$ cat src/rtl/cpu_pkg.sv
`default_nettype none
// ============================================================================
// Module  : cpu_pkg
// Purpose : Shared types and defaults for the 5-stage pipeline memory-access
//           sequencer: FSM state encoding, default timeout and perf-counter
//           widths, and the MEM/WB bubble control encoding.
// Revision: 1.0 - initial release
// ============================================================================
package cpu_pkg;

    // Memory-access sequencer state encoding
    typedef enum logic [1:0] {
        IDLE = 2'd0,
        BUSY = 2'd1,
        DONE = 2'd2
    } mem_state_t;

    // Defaults for the sequencer parameters
    localparam int unsigned MAX_WAIT_DEF = 64;
    localparam int unsigned CNT_W_DEF    = 16;

    // MEM/WB control fields zeroed when a bubble is injected
    typedef struct packed {
        logic reg_write;
        logic mem_to_reg;
    } wb_ctrl_t;

    localparam wb_ctrl_t BUBBLE_CTRL = '{reg_write: 1'b0, mem_to_reg: 1'b0};

endpackage
`default_nettype wire

$ cat src/rtl/sat_counter.sv
`default_nettype none
// ============================================================================
// Module  : sat_counter
// Purpose : Saturating up-counter for performance monitoring. Counts cycles
//           with en=1 and holds at all-ones instead of wrapping.
// Ports   : clk   - clock, rising edge
//           rst_n - asynchronous active-low reset (clears count)
//           en    - count enable
//           count - current count value
// Revision: 1.0 - initial release
// ============================================================================
module sat_counter #(
    parameter int WIDTH = 16
) (
    input  logic             clk,
    input  logic             rst_n,
    input  logic             en,
    output logic [WIDTH-1:0] count
);

    logic [WIDTH-1:0] r_count;

    always_ff @(posedge clk or negedge rst_n) begin
        if (!rst_n) begin
            r_count <= '0;
        end else if (en && (r_count != '1)) begin
            r_count <= r_count + WIDTH'(1);
        end
    end

    assign count = r_count;

endmodule
`default_nettype wire

$ cat src/rtl/mem_stall_ctrl.sv
`default_nettype none
// ============================================================================
// Module  : mem_stall_ctrl
// Purpose : Data-memory access sequencer for the 5-stage pipeline. Launches a
//           req/ack transaction for a load/store in MEM, stalls the front of
//           the pipeline and bubbles MEM/WB until the memory acknowledges or a
//           timeout expires. Counts stalled cycles (saturating).
// Ports   : clk_i, rst_i (async, active-low)
//           start_i, MemRead_i, MemWrite_i, addr_i, wdata_i - EX/MEM side
//           mem_req_o, mem_we_o, mem_addr_o, mem_wdata_o,
//           mem_ack_i, mem_rdata_i                       - memory side
//           rdata_o, stall_o, bubble_o                   - pipeline control
//           timeout_o, stall_cnt_o                       - status / perf
// Revision: 1.0 - initial release
// ============================================================================
module mem_stall_ctrl
    import cpu_pkg::*;
#(
    parameter int ADDR_W   = 32,
    parameter int DATA_W   = 32,
    parameter int MAX_WAIT = MAX_WAIT_DEF,
    parameter int CNT_W    = CNT_W_DEF
) (
    input  logic              clk_i,
    input  logic              rst_i,
    input  logic              start_i,
    input  logic              MemRead_i,
    input  logic              MemWrite_i,
    input  logic [ADDR_W-1:0] addr_i,
    input  logic [DATA_W-1:0] wdata_i,
    output logic              mem_req_o,
    output logic              mem_we_o,
    output logic [ADDR_W-1:0] mem_addr_o,
    output logic [DATA_W-1:0] mem_wdata_o,
    input  logic              mem_ack_i,
    input  logic [DATA_W-1:0] mem_rdata_i,
    output logic [DATA_W-1:0] rdata_o,
    output logic              stall_o,
    output logic              bubble_o,
    output logic              timeout_o,
    output logic [CNT_W-1:0]  stall_cnt_o
);

    localparam int WAIT_W = (MAX_WAIT > 1) ? $clog2(MAX_WAIT) : 1;
    localparam logic [WAIT_W-1:0] c_WAIT_LAST = WAIT_W'(MAX_WAIT - 1);

    mem_state_t        r_state;
    mem_state_t        w_state_nxt;
    logic [WAIT_W-1:0] r_wait;
    logic              r_we;
    logic [ADDR_W-1:0] r_addr;
    logic [DATA_W-1:0] r_wdata;
    logic [DATA_W-1:0] r_rdata;
    logic              r_timeout;
    logic              w_access;
    logic              w_wait_last;
    logic              w_stall;
    logic              w_req;

    // Gated by reset so the pipeline is not held while the block is in reset.
    assign w_access    = rst_i & start_i & (MemRead_i | MemWrite_i);
    assign w_wait_last = (r_wait == c_WAIT_LAST);

    // State register
    always_ff @(posedge clk_i or negedge rst_i) begin
        if (!rst_i) begin
            r_state <= IDLE;
        end else begin
            r_state <= w_state_nxt;
        end
    end

    // Next state and control outputs
    always_comb begin
        w_state_nxt = r_state;
        w_stall     = 1'b0;
        w_req       = 1'b0;
        case (r_state)
            IDLE: begin
                // Stall in the detect cycle so EX/MEM holds the access stable.
                w_stall = w_access;
                if (w_access) begin
                    w_state_nxt = BUSY;
                end
            end
            BUSY: begin
                w_stall = 1'b1;
                w_req   = 1'b1;
                if (mem_ack_i || w_wait_last) begin
                    w_state_nxt = DONE;
                end
            end
            DONE: begin
                // The finished access is still on EX/MEM here; it must not
                // be re-launched, so go straight back to IDLE.
                w_state_nxt = IDLE;
            end
            default: begin
                w_state_nxt = IDLE;
            end
        endcase
    end

    // Transaction registers, wait counter, read data and timeout flag
    always_ff @(posedge clk_i or negedge rst_i) begin
        if (!rst_i) begin
            r_we      <= 1'b0;
            r_addr    <= '0;
            r_wdata   <= '0;
            r_rdata   <= '0;
            r_timeout <= 1'b0;
            r_wait    <= '0;
        end else begin
            case (r_state)
                IDLE: begin
                    if (w_access) begin
                        r_addr  <= addr_i;
                        r_wdata <= wdata_i;
                        r_we    <= MemWrite_i;  // read+write resolves to write
                        r_wait  <= '0;
                    end
                end
                BUSY: begin
                    r_wait <= r_wait + WAIT_W'(1);
                    // Ack takes priority over an expiring wait counter.
                    if (mem_ack_i) begin
                        if (!r_we) begin
                            r_rdata <= mem_rdata_i;
                        end
                    end else if (w_wait_last) begin
                        r_timeout <= 1'b1;
                        r_rdata   <= '0;
                    end
                end
                default: begin
                end
            endcase
        end
    end

    sat_counter #(
        .WIDTH (CNT_W)
    ) u_stall_cnt (
        .clk   (clk_i),
        .rst_n (rst_i),
        .en    (w_stall),
        .count (stall_cnt_o)
    );

    assign mem_req_o   = w_req;
    assign mem_we_o    = r_we;
    assign mem_addr_o  = r_addr;
    assign mem_wdata_o = r_wdata;
    assign rdata_o     = r_rdata;
    assign stall_o     = w_stall;
    assign bubble_o    = w_stall;
    assign timeout_o   = r_timeout;

endmodule
`default_nettype wire

$ cat config.mk
export PLATFORM = sky130hd
export DESIGN_NAME = mem_stall_ctrl
export DESIGN_NICKNAME = d
export VERILOG_FILES = /design/src/rtl/cpu_pkg.sv /design/src/rtl/sat_counter.sv /design/src/rtl/mem_stall_ctrl.sv
export SDC_FILE = /design/constraint.sdc
export NUM_CORES = 1
export LEC_CHECK = 0
export BUFFER_PORTS_ARGS = -buffer_cell sky130_fd_sc_hd__buf_2
export CAP_MARGIN = 20
export CORE_MARGIN = 1
export CORE_UTILIZATION = 35
export DETAILED_ROUTE_END_ITERATION = 12
export GPL_TIMING_DRIVEN = 0
export HOLD_SLACK_MARGIN = 0.08
export PLACE_DENSITY = 0.66
export SLEW_MARGIN = 20
export SYNTH_ARGS = -nofsm -noshare
export SYNTH_HDL_FRONTEND = slang
export SYNTH_SLANG_ARGS = --single-unit
$ cat constraint.sdc
create_clock -name clk_i -period 4 [get_ports clk_i]
set_input_delay 0.8 -clock clk_i [delete_from_list [all_inputs] [get_ports clk_i]]
set_output_delay 0.8 -clock clk_i [all_outputs]
set_load 0.05 [all_outputs]
# After elaboration in Yosys (flattened, before gate mapping)
# Index checks and enable logic that the tools add are counted.
# word_totals
inputBits	102
output_inout_bits	117
wordCells	40
register_bits	122
# op_classes
n_bitwise	4
n_eq_ne	6
n_reduce_logical	10
addsub	2
muxes	10
# op_table
op	n
$mux W32	3
$add A16 B1 Y16 const B	1
$ne A16 B16 Y1 const B	1
$pmux W6 S2	1
$add A6 B1 Y6 const B	1
$eq A6 B6 Y1 const B	1
$mux W6	1
$ne A2 B2 Y1 const B	3
$reduce_and A2 Y1	3
$reduce_and A3 Y1	2
$mux W2	2
$pmux W2 S2	1
$reduce_bool A2 Y1	2
$and A1 B1 Y1	2
$eq A2 B1 Y1 const B	1
$logic_not A2 Y1	1
$pmux W1 S2	1
$logic_and A1 B1 Y1	1
$logic_or A1 B1 Y1	1
$mux W1	1
$not A1 Y1	1
$or A1 B1 Y1	1

# Longest topological paths before layout
# depth
depth_word	4
mapped_depth	7
ltp_nobuf	5

# Hierarchy
# From an unflattened synthesis, not the netlist that was laid out.
# unflattened
hier_cells	409
hier_area_um2	5445.2
# by_module_without_submodules
module	instances	seq_area_each_um2	cells_per_inst	area_per_inst_um2
mem_stall_ctrl	1	2652.5	337	4585.6
sat_counter	1	400.4	72	859.6

# Worst setup path after synthesis
# Ideal clock, no wire load.
# synth_timing
kind	in2out
start	input port MemWrite_i
end	output port stall_o
stages	5
t_arrival_ns	2.060
slack_ns	1.140
n_path_buf	2
required_ns	3.200
cell_sequence	o211ai_2 -> a21o_1 -> clkbuf_1 -> inv_1 -> buf_4
# synth_via
elab_chain_len	3
# synth_rtl
element	line	text
from (decl)	mem_stall_ctrl.sv:28	input logic MemWrite_i,
$or A1 B1 Y1	mem_stall_ctrl.sv:61	assign w_access = rst_i & start_i & (MemRead_i | MemWrite_i);
$and A1 B1 Y1	mem_stall_ctrl.sv:61	
$pmux W1 S2	mem_stall_ctrl.sv:78	case (r_state)
to (decl)	mem_stall_ctrl.sv:38	output logic stall_o,
# Every way passes these cells.

# Final worst setup path
# layout_timing
start	input port rst_i
end	output port stall_o
# layout_via
elab_chain_len	3
# layout_rtl
element	line	text
from (decl)	mem_stall_ctrl.sv:25	input logic rst_i,
$and A1 B1 Y1 (2 in a row)	mem_stall_ctrl.sv:61	
$pmux W1 S2	mem_stall_ctrl.sv:78	
# Every way passes these cells.

==> reports/results.ini <==
[setup_path]
reg2reg_from = u_stall_cnt.count[0]$_DFFE_PN0P_
r2r_cells = 6
rrSetupSlack_ps = 2120
rr_endpoint = u_stall_cnt.count[1]$_DFFE_PN0P_
worst-setup-path-type = in -> out
crit_family = buffers and inverters
crit_buf_inv = 5
cp_cell_sequence = buf_6 -> o211ai_2 -> a21o_1 -> clkbuf_1 -> inv_1 -> buf_4 -> buf_2
start_kind = primary input
cp_data_required_time_ps = 3200
worst_setup_path_end_kind = output port
cp.arrival_ps = 2390
cp_max_fo = 43
slowest_stage = buf_6
worst_path_largest_cell_delay_ps = 330

[finish]
area_growth_pct = 39.72
num-fill-cells = 1228
antenna_cells = 0
nNetsFinal = 673
drive_gt1_share_pct = 57.14

[pwr]
power_per_cell_area_mw_per_mm2 = 861.0
p_leak_nw = 3.541
total_power_mw = 5.888
ir_drop_uv = 606.2

[sta]
hold_viol_final = 0
maxSlewViolCount = 0
finalCritPeriodShare_pct = 79.82
max_freq_mhz = 313.2
rsz0062_at_grt = no
tightest_slew_ps = 482.0
relSlewSlack_pct = 67.87
fin_crit_ps = 3193
fin_skew_ps = 3.911
finalSetupViolations = 0
whs_ps = 316.3
fin_ws_ps = 807.3

[synth]
synth_top_cells_by_count = dfrtp_1 (122), mux2_2 (39), a22o_1 (32), mux2_4 (28), nand2_1 (10)
synth_edf_count = 0
synth_seq_cells = 122
syn_nets = 435
netlist_top_cells_area = dfrtp_1 (62%), mux2_2 (9.0%), mux2_4 (8.6%)
ys_warn_count = 0
ys_seq_area_share_pct = 62.37
syn_area_mm2 = 0.004895
postSynthAreaPerCell_um2 = 14.79
yosysTopAreaCell = dfrtp_1
ys_types = 37
yosysMostFrequentCell = dfrtp_1
syn_inst = 331
async_reset_ff_share_pct = 100.0
ys.flop_type = dfrtp_1
yosys.area.top_type_share_pct = 62.37

[floorplanning]
rows = 42
die_height_um = 120.3
core_mm2 = 0.01345
start_util_pct = 36.38
boundaryPins = 219
die_w_um = 120.3
design.die.area_mm2 = 0.01446

[clocking]
tritoncts = done
clock_sinks = 122
clk_pin_slew_ps = 50
cts_resized = 0
postCtsHoldBufs = 0
cts_buffers = 17
cts_max_level = 4
clock_path_buffers = 2
clk_latency_ps = 400
root_buffer = clkbuf_16
post_cts_buffers = 0

[place]
portBuffers = 218
gp_congestion = 0.7697
dp_hpwl_um = 8250
preCtsSetupSlack_ps = 762.9

[grt]
antenna_found_initial = 0
track_usage_pct = 16.00
grt_pass1_wl_um = 17870
grt_overflow = 0
grt_max_degree = 82
grt_pass1_vias = 3625

[min_path]
hold_path.class = in -> async

[route]
routed_wirelength_um = 11240
ant_nets = 0
routedWlPerCell_um = 14.84
num_vias = 3517
drc = 0
drtIter0Drc = 94
firstDrtPassIters = 4
vias_per_cell = 4.646

[job]
maxCapViolations = 0

[run_status]
status = finished clean

-- logic make-up after synthesis --
| group | share of synthesized area [%] |
|---|---|
| AO/OA/AOI/OAI | 8.538 |
| XOR/XNOR | 2.505 |
| adder cells (fa/ha/maj) | 0.5112 |
| buffers and inverters | 2.735 |
| flip-flops | 62.37 |
| multiplexers | 17.77 |
| AND/OR/NAND/NOR | 5.573 |
-- final cells by class --
type                            instances  area, um^2  share of cell area [%]
Multi-Input combinational cell        185        1708                   24.97
Clock inverter                          7       87.58                   1.281
Tap cell                              176       220.2                   3.220
Sequential cell                       122        3053                   44.64
Clock buffer                           24       511.7                   7.483
Buffer                                 19       115.1                   1.683
Timing Repair Buffer                  219        1125                   16.45
Inverter                                5       18.77                  0.2744
-- cell usage in the layout (no fill, tap or decap), types with 2 or more instances in the layout --
master / n
buf_6: 5
nand2b_1: 4
mux2_2: 39
bufinv_16: 2
a22o_1: 32
nor2_1: 9
ha_1: 2
clkinv_2: 4
nor3b_1: 2
a21o_1: 2
nand4_1: 2
xnor2_1: 6
nor3_1: 5
o21ai_0: 9
mux2_4: 28
clkbuf_8: 6
dfrtp_1: 122
xor2_1: 8
clkbuf_1: 7
nand2_1: 10
and4_1: 3
nor2b_1: 2
nand3_1: 7
inv_1: 5
a31oi_1: 2
clkbuf_16: 17
buf_2: 225
-- per-stage QoR --
stage	setup TNS (ps)	area, um^2	cells	util (%)
2_1_floorplan	0	4895	331	-
3_3_place_gp	-49950	6206	725	46.13
3_5_place_dp	0	6240	726	46.38
4_1_cts	0	6839	757	50.84
5_1_grt	0	6839	757	50.84
6_report	0	6839	757	50.84
-- registers in the layout (all words and copies together) (netlist names) --
name / flops
rdata_o: 32
u_stall_cnt.count: 16
mem_addr_o: 32
timeout_o: 1
r_wait: 6
mem_wdata_o: 32
mem_we_o: 1
r_state: 2
-- worst max path at each step --
stage / startpoint / to / depth (start not counted) / slack (ps)
CTS: rst_i / stall_o / 7 / 760
global placement: rst_i / stall_o / 7 / -1220
global route: rst_i / stall_o / 7 / 640
finish: rst_i / stall_o / 7 / 810
detailed placement: rst_i / stall_o / 7 / 760
floorplan: MemWrite_i / stall_o / 5 / 1140
-- where the power goes --
| part | switching [mW] | leakage, nW | internal (mW) |
|---|---|---|---|
| clock network | 0.511 | 0.298 | 1.01 |
| registers | 0.248 | 1.48 | 1.64 |
| logic | 1.81 | 1.76 | 0.674 |
-- metal layers --
metal,global-route usage (%),vias to the layer above,wire length (um)
met5,0,-,0
met4,5.556,0,128
met3,5.472,11,740
met2,26.04,130,5603
met1,19.81,1711,4764
li1,-,1665,-
(Power assumes the default switching activity.)
